`src/rtl/tmds_rx_decoder.sv`:
```
// TMDS channel receiver: word alignment by control-token search, 10b->8b decode,
// and active-area x/y position counters. Two-stage pipeline from window to outputs.
module tmds_rx_decoder #(
    parameter int LOCK_RUN      = 16,
    parameter int SEARCH_WINDOW = 1024,
    parameter int H_MAX         = 2047
) (
    input  logic        clk_low,
    input  logic        reset,
    input  logic [9:0]  sym_in,
    output logic [7:0]  pixel,
    output logic        de,
    output logic [1:0]  ctrl,
    output logic        locked,
    output logic [3:0]  bit_offset,
    output logic [10:0] x,
    output logic [10:0] y
);
    localparam int RW = $clog2(LOCK_RUN + 1);
    localparam int TW = (SEARCH_WINDOW > 2) ? $clog2(SEARCH_WINDOW) : 1;

    typedef enum logic {S_SEARCH, S_LOCKED} state_t;

    state_t         state, state_n;
    logic [3:0]     off_n;
    logic [RW-1:0]  run_cnt, run_n, run_inc;
    logic [TW-1:0]  tmo_cnt, tmo_n;
    logic           tmo_hit;
    logic [9:0]     sym_prev, window, win_r;
    logic [18:0]    stream;
    logic [2:0]     tok_w, tok_r;
    logic           de_q, c1_q;

    // {hit, value}
    function automatic logic [2:0] tok_dec(input logic [9:0] w);
        case (w)
            10'b1101010100: tok_dec = 3'b100;
            10'b0010101011: tok_dec = 3'b101;
            10'b0101010100: tok_dec = 3'b110;
            10'b1010101011: tok_dec = 3'b111;
            default:        tok_dec = 3'b000;
        endcase
    endfunction

    function automatic logic [7:0] data_dec(input logic [9:0] q);
        logic [7:0] d, p;
        d    = q[9] ? ~q[7:0] : q[7:0];
        p[0] = d[0];
        for (int i = 1; i < 8; i++)
            p[i] = q[8] ? (d[i] ^ d[i-1]) : ~(d[i] ^ d[i-1]);
        return p;
    endfunction

    // Top bit of the 20-bit stream is never reachable with offsets 0..9.
    assign stream = {sym_in[8:0], sym_prev};

    always_comb begin
        window = stream[9:0];
        for (int k = 1; k < 10; k++)
            if (bit_offset == 4'(k)) window = stream[k +: 10];
    end

    assign tok_w   = tok_dec(window);
    assign tok_r   = tok_dec(win_r);
    assign tmo_hit = (tmo_cnt == TW'(SEARCH_WINDOW - 1));

    always_comb begin
        state_n = state;
        off_n   = bit_offset;
        run_n   = run_cnt;
        tmo_n   = tmo_cnt;
        if (!tok_w[2])                       run_inc = '0;
        else if (run_cnt == RW'(LOCK_RUN))   run_inc = run_cnt;
        else                                 run_inc = run_cnt + 1'b1;
        case (state)
            S_SEARCH: begin
                if (run_inc == RW'(LOCK_RUN)) begin
                    state_n = S_LOCKED;
                    run_n   = '0;
                    tmo_n   = '0;
                end else if (tmo_hit) begin
                    off_n = (bit_offset == 4'd9) ? 4'd0 : bit_offset + 4'd1;
                    run_n = '0;
                    tmo_n = '0;
                end else begin
                    run_n = run_inc;
                    tmo_n = tmo_cnt + 1'b1;
                end
            end
            default: begin
                run_n = run_inc;
                if (run_inc == RW'(LOCK_RUN)) begin
                    tmo_n = '0;
                end else if (tmo_hit) begin
                    state_n = S_SEARCH;
                    run_n   = '0;
                    tmo_n   = '0;
                end else begin
                    tmo_n = tmo_cnt + 1'b1;
                end
            end
        endcase
    end

    always_ff @(posedge clk_low) begin
        if (reset) begin
            state      <= S_SEARCH;
            bit_offset <= '0;
            run_cnt    <= '0;
            tmo_cnt    <= '0;
            sym_prev   <= '0;
            win_r      <= '0;
        end else begin
            state      <= state_n;
            bit_offset <= off_n;
            run_cnt    <= run_n;
            tmo_cnt    <= tmo_n;
            sym_prev   <= sym_in;
            win_r      <= window;
        end
    end

    // Stage 2: gated by the state that was entered when win_r was captured.
    always_ff @(posedge clk_low) begin
        if (reset) begin
            pixel  <= '0;
            de     <= 1'b0;
            ctrl   <= '0;
            locked <= 1'b0;
            x      <= '0;
            y      <= '0;
            de_q   <= 1'b0;
            c1_q   <= 1'b0;
        end else begin
            locked <= (state == S_LOCKED);
            de_q   <= de;
            c1_q   <= ctrl[1];
            if (state != S_LOCKED) begin
                pixel <= '0;
                de    <= 1'b0;
                ctrl  <= '0;
                x     <= '0;
                y     <= '0;
            end else begin
                if (tok_r[2]) begin
                    pixel <= '0;
                    de    <= 1'b0;
                    ctrl  <= tok_r[1:0];
                end else begin
                    pixel <= data_dec(win_r);
                    de    <= 1'b1;
                end
                if (de) begin
                    if (x != 11'(H_MAX)) x <= x + 1'b1;
                end else if (de_q) begin
                    x <= '0;
                end
                // Frame start overrides the line increment.
                if (ctrl[1] && !c1_q)
                    y <= '0;
                else if (de_q && !de && y != 11'(H_MAX))
                    y <= y + 1'b1;
            end
        end
    end
endmodule

```
`config.mk`:
```
export PLATFORM = sky130hd
export DESIGN_NAME = tmds_rx_decoder
export DESIGN_NICKNAME = d
export VERILOG_FILES = /design/src/rtl/tmds_rx_decoder.sv
export SDC_FILE = /design/constraint.sdc
export NUM_CORES = 1
export LEC_CHECK = 0
export CORE_MARGIN = 2
export CORE_UTILIZATION = 35
export DETAILED_ROUTE_END_ITERATION = 12
export GPL_ROUTABILITY_DRIVEN = 0
export HOLD_SLACK_MARGIN = 0.02
export PLACE_DENSITY_LB_ADDON = 0.3
export SYNTH_ARGS = -nofsm -noshare
export SYNTH_HDL_FRONTEND = slang
export SYNTH_SLANG_ARGS = --single-unit
```
`constraint.sdc`:
```
create_clock -name clk_low -period 9 [get_ports clk_low]
set_clock_uncertainty 0.05 [all_clocks]
set_input_delay 2.7 -clock clk_low [delete_from_list [all_inputs] [get_ports clk_low]]
set_output_delay 2.7 -clock clk_low [all_outputs]
set_load 0.01 [all_outputs]
```
==> reports/qor.yml <==
run_status:
  status: "completed"
cts:
  cts_resized: 0
  cts_made_buffers: 9
  cts-root-buf: "clkbuf_16"
  cts_setup_buffers: 0
  clock-sinks: 76
  holdBufCountCts: 0
  cts.htree.levels: 3
  clock_path_buffers: 2
  cts_tree: "done"
  clk_pin_slew_ps: 60
  insertion_delay_ps: 340
drt:
  vias_per_cell: 5.351
  routed_wirelength_um: 10870
  drtPass1Iterations: 6
  wl_per_cell_um: 14.67
  drtIter0Drc: 281
  ant_nets: 0
  via_count: 3965
  drcViolationCount: 0
critical_path:
  r2r-start: "bit_offset[0]"
  cp.arrival_ps: 5440
  cp.required_ps: 9160
  critPathLaunchType: "primary input"
  path_class: "primary input to register"
  worstSetupStartpoint: "sym_in[0]"
  path_max_fanout: 7
  crit_path_end_kind: "register"
global_route:
  grt.overflow.total: 0
  grt_pass1_wl_um: 17860
  grt_usage_pct: 16.75
  antenna_found_initial: 0
  grt_pass1_vias: 3595
  grt_max_degree: 65
final_layout:
  final_common_cell: "dfxtp_1"
  nFillCells: 1207
  fin_util_pct: 42.87
  num_antenna_cells: 0
  drive_gt1_share_pct: 6.457
  final_nets: 588
  final_cell_mix: "74 x dfxtp_1, 73 x nor2_1, 49 x clkdlybuf4s50_1"
  syn2layout_area_growth_pct: 19.55
  fin_cells: 741
die:
  die_w_um: 115.2
  core_um2: 12060
  rows: 40
  pin_count: 50
  start_util_pct: 35.86
  dieArea_um2: 13260
  die-height_um: 115.2
synthesis:
  synth_top_area_cell: "dfxtp_1"
  yosys-top-cells-area: "dfxtp_1 35%, nor2_1 6.3%, a21oi_1 4.2%"
  ys_seq_area_share_pct: 35.18
  ys.flop_type: "dfxtp_1"
  synth_edf_count: 0
  netlist.area_leader.share_pct: 35.18
  syn_avg_cell_area_um2: 7.995
  syn_inst: 541
  ys_ff_latch: 76
  ys_types: 67
  ys_warn_count: 0
  async_flop_share_pct: 0
  synth_area_um2: 4325
  syn_nets: 560
sta:
  drv_slew: 0
  period_needed_ps: 5283
  fin_setup_tns_ps: 0
  finalCritPeriodShare_pct: 58.69
  slew_headroom_pct: 21.72
  hold_viol: 0
  tightest_slew_ps: 1162
  fin_hold_ws_ps: 424.5
  fmax_ghz: 0.1893
  grt_setup_unrepaired: "false"
  setup_viol: 0
placed_design:
  dp.cells: 726
  portBuffers: 49
  hpwl_um: 7451
power_and_ir_drop:
  power.total_uw: 726.0
  p_leak_uw: 0.001751
  power_density_nw_per_um2: 140.4
  peakVddDrop_uv: 73.17
run:
  max_cap_violations: 0
hold_path:
  hp-start: "tmo_cnt[0]"
  worstHoldPathType: "register to register"
Yosys cell counts, drive strengths merged (4+ instances only):
master / number
xor2: 12
mux2: 4
mux2i: 11
nand2: 29
o22ai: 8
nor2: 73
nand2b: 9
or3: 6
nor3: 7
nor2b: 28
nor3b: 5
a21oi: 36
buf: 21
dfxtp: 76
a31oi: 9
xnor2: 18
o31ai: 6
o21ai: 33
nand3: 24
clkbuf: 17
nand4: 10
ha: 7
inv: 16
nand3b: 6
and3: 9
power by group:
part / internal, uW / switching (uW)
clock network: 201 / 138
logic: 18.6 / 19.0
registers: 342 / 7.98
total: 561 / 165
through the flow:
step / setup slack [ps] / cell area [um^2]
CTS: 3757 / 5171
finish: 3718 / 5171
detailed placement: 3403 / 4893
global route: 3550 / 5171
floorplan: 4074 / 4325
global placement: 3443 / 4893
flip-flops by register name, indices dropped and copies added, names as in the netlist:
signal / cells
ctrl: 2
state: 1
bit_offset: 4
de: 1
locked: 1
de_q: 1
y: 11
x: 11
pixel: 8
tmo_cnt: 10
win_r: 10
sym_prev: 10
run_cnt: 5
c1_q: 1
critical path, stage by stage:
cell	delay, ps
clkdlybuf4s50_1	590
nor2_1	110
or3_1	350
a221oi_1	300
o31ai_1	160
nand2b_1	170
or4_1	400
a211o_2	420
a31oi_2	150
o32ai_1	90
layout make-up:
class	count	area [um^2]	share of cell area (%)
clock buffer	12	256.5	4.960
clock inverter	3	21.27	0.4113
timing repair buffer	55	535.5	10.36
sequential	76	1524	29.47
inverter	16	60.06	1.161
tap	168	210.2	4.065
multi-input combinational	411	2564	49.58
path summary, 6_finish.rpt:
kind	end	slack, ps	cells past startpoint
max	bit_offset[3]	3720	10
min	tmo_cnt[0]	420	1
max reg2reg	bit_offset[3]	5450	9
min reg2reg	tmo_cnt[0]	420	1
logic make-up (layout without fill, tap and decap cells):
kind of cell / Yosys count / in the layout / share of synthesized area, %
and+or+nand+nor: 225 / 225 / 27.05
AOI/OAI and AO/OA: 133 / 133 / 20.02
DFF: 76 / 76 / 35.18
buffers and inverters: 54 / 86 / 5.554
xor gates and xnor gates: 30 / 30 / 6.075
muxes: 16 / 16 / 4.108
adders and majority gates: 7 / 7 / 2.025
layer usage:
metal	global-route usage, %	routed length [um]	share of wire (%)
met5	0	0	0
met2	26.82	4992	46
met4	4.980	191	1.8
met1	22.13	4970	46
met3	4.586	714	6.6
No activity file was read; power rests on OpenSTA's default activity.
